`config.mk`:
```
export PLATFORM = sky130hd
export DESIGN_NAME = tt_sequencer
export DESIGN_NICKNAME = d
export VERILOG_FILES = /design/src/rtl/tt_sequencer.sv
export SDC_FILE = /design/constraint.sdc
export NUM_CORES = 1
export LEC_CHECK = 0
export CAP_MARGIN = 20
export CORE_MARGIN = 2
export CORE_UTILIZATION = 45
export DETAILED_ROUTE_END_ITERATION = 10
export GPL_TIMING_DRIVEN = 0
export PLACE_DENSITY = 0.74
export SLEW_MARGIN = 5
export SYNTH_ARGS = -nofsm -noshare
export SYNTH_HDL_FRONTEND = slang
export SYNTH_SLANG_ARGS = --single-unit
```
`constraint.sdc`:
```
create_clock -name i_clk -period 1.7 [get_ports i_clk]
set_clock_uncertainty 0.05 [all_clocks]
set_input_delay 0.17 -clock i_clk [delete_from_list [all_inputs] [get_ports i_clk]]
set_output_delay 0.17 -clock i_clk [all_outputs]
set_load 0.05 [all_outputs]
```
`src/rtl/tt_sequencer.sv`:
```
// -----------------------------------------------------------------------------
// tt_sequencer
//
// Truth-table stimulus and checker for 3-input combinational function blocks.
// Walks {A,B,C} through vectors 000..111. Each vector is held for SETTLE_CYC
// cycles, then the block's Y is captured in a one-cycle SAMPLE window and
// compared against the expected column. Failing vectors, an error count and a
// pass flag are reported when the run completes.
//
// Parameters:
//   EXPECTED   - expected Y column, bit i = expected Y for vector i = {A,B,C}
//   SETTLE_CYC - cycles between applying a vector and sampling Y (1..15)
//
// Ports:
//   i_clk         - clock, rising edge
//   i_rst_n       - synchronous active-low reset
//   i_start       - begin a run (honoured in IDLE or DONE only)
//   i_dut_y       - Y output of the block under test
//   o_a/o_b/o_c   - block inputs A (MSB), B, C (LSB), i.e. the vector index
//   o_busy        - run in progress (SETTLE or SAMPLE)
//   o_done        - run finished; held until the next start or reset
//   o_pass        - valid with o_done; 1 when no vector mismatched
//   o_err_count   - number of mismatching vectors (0..8)
//   o_fail_vec    - bit i set when vector i mismatched
//   o_dbg_state   - current FSM state (0 IDLE, 1 SETTLE, 2 SAMPLE, 3 DONE)
//
// Configuration macro:
//   TT_STOP_ON_FAIL_EN - when defined, the first mismatch ends the run with
//                        {A,B,C} holding the failing vector.
//
// Handshake: none with the block under test. Its Y must settle within
// SETTLE_CYC cycles of a new vector; Y is captured at the closing edge of the
// SAMPLE cycle.
// -----------------------------------------------------------------------------
module tt_sequencer #(
    parameter logic [7:0] EXPECTED   = 8'b1110_0100,
    parameter int         SETTLE_CYC = 2
) (
    input  logic       i_clk,
    input  logic       i_rst_n,
    input  logic       i_start,
    input  logic       i_dut_y,
    output logic       o_a,
    output logic       o_b,
    output logic       o_c,
    output logic       o_busy,
    output logic       o_done,
    output logic       o_pass,
    output logic [3:0] o_err_count,
    output logic [7:0] o_fail_vec,
    output logic [1:0] o_dbg_state
);

    typedef enum logic [1:0] {
        ST_IDLE   = 2'd0,
        ST_SETTLE = 2'd1,
        ST_SAMPLE = 2'd2,
        ST_DONE   = 2'd3
    } state_t;

    localparam logic [3:0] LP_CNT_LAST = 4'(SETTLE_CYC - 1);

    state_t     r_state;
    logic [2:0] r_idx;
    logic [3:0] r_cnt;
    logic [3:0] r_err_count;
    logic [7:0] r_fail_vec;
    logic       r_busy;
    logic       r_done;

    logic       w_mismatch;

    assign w_mismatch = (i_dut_y != EXPECTED[r_idx]);

    always_ff @(posedge i_clk) begin
        if (!i_rst_n) begin
            r_state     <= ST_IDLE;
            r_idx       <= 3'd0;
            r_cnt       <= 4'd0;
            r_err_count <= 4'd0;
            r_fail_vec  <= 8'd0;
            r_busy      <= 1'b0;
            r_done      <= 1'b0;
        end else begin
            case (r_state)
                // DONE behaves like IDLE for start; results are held otherwise.
                ST_IDLE, ST_DONE: begin
                    if (i_start) begin
                        r_state     <= ST_SETTLE;
                        r_idx       <= 3'd0;
                        r_cnt       <= 4'd0;
                        r_err_count <= 4'd0;
                        r_fail_vec  <= 8'd0;
                        r_busy      <= 1'b1;
                        r_done      <= 1'b0;
                    end
                end

                ST_SETTLE: begin
                    r_cnt <= r_cnt + 4'd1;
                    if (r_cnt == LP_CNT_LAST) begin
                        r_state <= ST_SAMPLE;
                    end
                end

                ST_SAMPLE: begin
                    if (w_mismatch) begin
                        r_fail_vec[r_idx] <= 1'b1;
                        r_err_count       <= r_err_count + 4'd1;
                    end
`ifdef TT_STOP_ON_FAIL_EN
                    if (w_mismatch || r_idx == 3'd7) begin
`else
                    if (r_idx == 3'd7) begin
`endif
                        // r_idx is left alone so {a,b,c} keeps the last vector.
                        r_state <= ST_DONE;
                        r_busy  <= 1'b0;
                        r_done  <= 1'b1;
                    end else begin
                        r_state <= ST_SETTLE;
                        r_idx   <= r_idx + 3'd1;
                        r_cnt   <= 4'd0;
                    end
                end

                default: begin
                    r_state <= ST_IDLE;
                end
            endcase
        end
    end

    assign {o_a, o_b, o_c} = r_idx;
    assign o_busy          = r_busy;
    assign o_done          = r_done;
    assign o_pass          = r_done && (r_err_count == 4'd0);
    assign o_err_count     = r_err_count;
    assign o_fail_vec      = r_fail_vec;
    assign o_dbg_state     = r_state;

endmodule

```
---- Yosys cells after proc, flatten, opt, wreduce, memory -nomap -nowiden ----
Memory sizes are Yosys's and may differ from the RTL's. A register that Yosys moved wholly into a read port is not among the register bits.
Cells that the tools add are included.
word-level totals
  bits in registers ....................... 23
  ROM bits ................................ 8
  input port bits ......................... 4
  output and inout port bits .............. 20
  word-level logic and storage cells ...... 62
  memories ................................ 1
operators by class
  add/subtract/negate cells ............... 3
  $lt $le $gt $ge ......................... 2
  equality and inequality tests ........... 11
  muxes and demuxes ....................... 26
  bitwise operators ....................... 1
  reductions and logical operators ........ 11
memory list
  memory            words  bits a word  read ports  clocked after Yosys merged registers in  wr ports  line  text
  (name not given)  8      1            1           1                                        0         73    assign w_mismatch = (i_dut_y != EXPECTED[r_idx]);
operators by type and width
  cell                                                                                 number
  8-bit 2-to-1 mux                                                                     2
  8-bit one-hot mux with 2 select lines                                                1
  3-bit 2-to-1 mux                                                                     4
  4-bit 2-to-1 mux                                                                     3
  4-bit one-hot mux with 3 select lines                                                1
  2-bit inequality test, second input constant                                         5
  3-bit AND reduction                                                                  3
  4-bit by 1-bit adder with 4-bit output, second input constant                        2
  8-bit OR                                                                             1
  4-bit one-hot mux with 2 select lines                                                1
  1-bit 2-to-1 mux                                                                     6
  2-bit 2-to-1 mux                                                                     3
  2-bit one-hot mux with 3 select lines                                                1
  3-bit one-hot mux with 2 select lines                                                1
  2-bit equality test, second input constant                                           2
  4-bit by 1-bit equality test with 1-bit output, second input constant                1
  4-bit zero test                                                                      1
  3-bit by 4-bit less-than comparator with 1-bit output, second input constant         1
  1-bit one-hot mux with 2 select lines                                                2
  2-bit AND reduction                                                                  2
  3-bit by 1-bit adder with 3-bit output, second input constant                        1
  1-bit demux with 3-bit select                                                        1
  3-bit equality test, second input constant                                           1
  3-bit by 1-bit greater-or-equal comparator with 1-bit output, second input constant  1
  6 further kinds                                                                      7

---- Depth between registers and ports, before layout ----
  depth after elaboration ................. 7
  depth in mapped cells ................... 7

---- Worst setup path after synthesis ----
No wires, ideal clock.
  kind .................................... register to output
  from .................................... register r_err_count[0], in the netlist o_err_count[0]
  to ...................................... output o_pass
  data arrival time ....................... 2.287 ns
  path slack .............................. -0.807 ns
  stages on the path, launching flop included .. 4
  path buffers ............................ 0
  cell sequence ........................... dfxtp_1 inv_1 ha_1 nor4bb_1
between the ends
  word-level cells in the longest chain between the ends .. 2
ends and longest elaborated chain
  element                   line  text
  start: declaration        66    logic [3:0] r_err_count;
  start signal: assignment  109   r_err_count <= r_err_count + 4'd1;
  4-bit zero test           137   assign o_pass = r_done && (r_err_count == 4'd0);
  1-bit logical AND         137
  end: declaration          48    output logic o_pass,
Every way passes these cells.

---- Worst setup path in the final report ----
  from .................................... register r_state[0], in the netlist o_dbg_state[0]
  to ...................................... register r_err_count[1], in the netlist o_err_count[1]
between the ends
  word-level cells in the longest chain between the ends .. 4
  elaborated cells on any way between the ends .. 9
  classes of those cells .................. 4 x eq/ne; 1 x mux; 4 x reduce/logical
ends and longest elaborated chain
  element                                                                       line  text
  start: declaration                                                            63    state_t r_state;
  start signal: assignment                                                      77    r_state <= ST_IDLE;
  start signal: assignment                                                      89    r_state <= ST_SETTLE;
  start signal: assignment                                                      102   r_state <= ST_SAMPLE;
  2-bit equality test / 2-bit zero test (equally long branches)                 85    case (r_state)
  2-bit OR reduction                                                            85
  2-bit inequality test (no line) / 2-bit nonzero test (equally long branches)  --
  3-bit AND reduction (no line)                                                 --
Several ways; a longest one is shown, not always the timed one.
A chain may end at the register's enable or synchronous reset.

==> impl_metrics.csv <==
group,metric,value,unit
job,drv_cap,0,
cts,cts-htree-levels,1,
setup_path,cp_data_arrival_time,1.89,ns
power,power_density,1016,nW/µm²
setup_path,r2r_start,"o_dbg_state[0]",
yosys,synth-seq-cells,24,
routing,route.detailed.wl_per_inst,12.78,µm
finish,diodes,0,
cts,clk_transition_reported_paths,0.14,ns
yosys,synth_async_sr_flop_share,0,%
routing,detail_route.iter0.violations,21,
routing,post-route-drc-count,0,
floorplan,start_util,47.60,%
setup_path,criticalPathCategory,"reg2reg",
timing,timing.final.crit_period,1.671,ns
cts,clockBufferDepth,2,
power,vdd_ir_drop_max,0.7007,mV
timing,setup_violations,0,
finish,nFillCells,217,
yosys,synth.distinct_cells,34,
placement,port-buffer-count,23,
cts,hold_buffer_count_at_cts,0,
yosys,synth_fp_nets,151,
yosys,syn-instance-count,138,
setup_path,cp-startpoint,"o_dbg_state[0]",
timing,timing.final.max_slew_violations,0,
placement,gpl.final_weighted_congestion,0.8129,
finish,final_area,1632,µm²
floorplan,die_w,55.42,µm
power,power.sequential.fraction,39.2,%
floorplan,die_height,55.42,µm
status,status,"finished clean",
grt,grt-ovfl-total,0,
finish,layout_common_cells,"dfxtp_1 (19), dlygate4sd2_1 (19), nand2_1 (18)",
grt,largest_net_degree_at_the_start_of_global_routing,15,
setup_path,timing.critical_path.to_type,"register",
min_path,hold_path.class,"reg2reg",
placement,placed_cell_area,1514,µm²
power,design_power_total,1.658,mW
power,power.share.switching,37.46,%
yosys,post_synth_instance_area,1190,µm²
finish,drive_gt1_share,20.59,%
power,part_of_the_power_in_combinational_logic,39.0,%
timing,smallest_hold_slack,0.4034,ns
cts,clkLatencyLatePin,0.32,ns
power,leakage_power_summed_over_all_cells,0.6889,nW
finish,fin_util,65.27,%
yosys,synthFlopType,"dfxtp_1",
floorplan,design.die.area,3071,µm²
timing,worst_slew_pin_slew,0.5046,ns
timing,relative_max_transition_margin,66.12,%
routing,avgViaCountPerCell,5.185,
routing,postRouteAntennaNets,0,
floorplan,io_pins,24,
finish,flow.area_growth_from_synthesis,37.12,%
grt,gr-usage-all-layers,17.86,%
timing,grt_setup_unrepaired,"true",
setup_path,worst-endpoint-required,1.92,ns
timing,timing.final.hold_violations,0,
setup_path,max_fo_critical_path,7,
floorplan,core_area,2500,µm²
finish,nNetsFinal,184,
power,power_switching,0.6211,mW
setup_path,critPathLaunchType,"register",
setup_path,reg2reg_slack,0.03,ns
grt,number_of_antenna_violations_at_the_first_check_in_global_routing,0,
floorplan,num_rows,18,
power,internal_power,1.037,mW
timing,layout_worst_path_cycle_share,98.27,%
setup_path,reg2reg_depth,6,
yosys,post_synth.cell_area_avg,8.622,µm²
routing,drt_first_pass_iters,4,
grt,number_of_global_route_vias_before_repair,997,
grt,global_route_wire_length_before_repair,4.381,mm
timing,maxClockFrequency,598.6,MHz
cts,cts_tree,"built",
min_path,min_to,"o_fail_vec[2]",
cts,clock_buffer_count_from_cts,3,
routing,routed_wirelength,2.555,mm
placement,post-dp-hpwl,1.853,mm
cts,clkSinkCount,24,
min_path,whs_path_depth,2,
yosys,synth-seq-area-share,40.38,%
power,power.share.clock,21.8,%
min_path,hold_path_start,"o_fail_vec[2]",
yosys,synthesis.yosys.warnings,0,
routing,via_count,1037,
yosys,synth-edff-count,0,
setup_path,worst_r2r_endpoint,"o_err_count[1]",
cts,cts_root_buffer,"clkbuf_4",
[routing by layer]
metal | up-vias | track usage, % | wire [µm]
met2 | 14 | 28.91 | 1220
met5 | - | 0 | 0
met3 | 2 | 4.450 | 63
met4 | 0 | 8.014 | 19
met1 | 482 | 22.30 | 1252
li1 | 539 | - | -
[kinds of logic (layout without fill, tap and decap cells)]
group           Yosys count  count (layout)  synth area share, %
compound gates           34              34                18.09
xor+xnor                  4               4                2.944
fa+ha+maj                 9               9                9.464
buf+inv                  11              43                3.575
flops                    24              24                40.38
mux                       4               4                3.890
simple gates             52              52                21.66
[flip-flops by register name (all words and copies together), names as in the netlist, named ones only]
name	flops
r_cnt	4
r_idx	3
o_fail_vec	8
o_err_count	4
o_done	1
o_busy	1
o_dbg_state	2
[repair_timing]
action	4_1_cts	5_1_grt
pin swaps	1	4
resized for setup	30	11
setup buffers	3	2
setup endpoints to repair	27	11
[critical path, stage by stage, from the launching register on]
cell and delay [ns]:
dfxtp_4 0.39, inv_2 0.04, ha_4 0.31, mux2i_4 0.32, a21oi_4 0.08, mux2_4 0.33
nor2_4 0.10
[worst max path at each step]
stage                          end  slack, ns  depth (start not counted)
CTS                         o_pass      0.003                          4
global route        o_err_count[2]      -0.01                          7
floorplan           o_err_count[1]      -0.07                          6
global placement            o_pass      -0.15                          4
finish              o_err_count[1]       0.03                          6
detailed placement          o_pass      -0.16                          4
[cell type report]
class                      count  area (µm²)  share of cell area, %
tap                           30       37.54                  2.301
sequential                    24       496.7                  30.44
clock buffer                   4       47.55                  2.914
buffer                         3       25.02                  1.534
multi-input combinational    103       749.5                  45.94
timing repair buffer          28       245.2                  15.03
inverter                       8       30.03                  1.840
[power groups by stage]
stage / logic [mW] / registers [mW] / clock network [mW]
after floorplan: 0.330 / 0.778 / 0
after global placement: 0.589 / 0.662 / 0
after detailed placement: 0.596 / 0.664 / 0
after CTS: 0.626 / 0.648 / 0.369
after global routing: 0.702 / 0.658 / 0.401
final: 0.647 / 0.650 / 0.361
[cell usage after synthesis (2+ instances only)]
master / number / area (µm²)
nor2b_1: 2 / 12.51
o21ai_0: 4 / 20.02
nor2_1: 10 / 37.54
nor3_1: 2 / 10.01
o21a_1: 3 / 22.52
inv_1: 8 / 30.03
nand3b_1: 3 / 22.52
a211oi_2: 2 / 25.02
dfxtp_1: 24 / 480.5
nand2_1: 19 / 71.32
nand2b_1: 4 / 25.02
ha_1: 9 / 112.6
nand3_1: 5 / 25.02
or3b_1: 2 / 17.52
a211oi_1: 2 / 15.01
a21oi_1: 9 / 45.04
o21ai_1: 9 / 45.04
xnor2_1: 4 / 35.03
clkbuf_1: 2 / 7.510
[metrics by stage]
stage	instances	setup slack [ns]	TNS, ns
after detailed placement	191	-0.1582	-0.4198
after global placement	191	-0.1490	-0.2407
after global routing	200	-0.01253	-0.04085
after floorplan	138	-0.07425	-0.07425
after CTS	198	0.003177	0
final	200	0.02934	0
(Power assumes the default switching activity.)
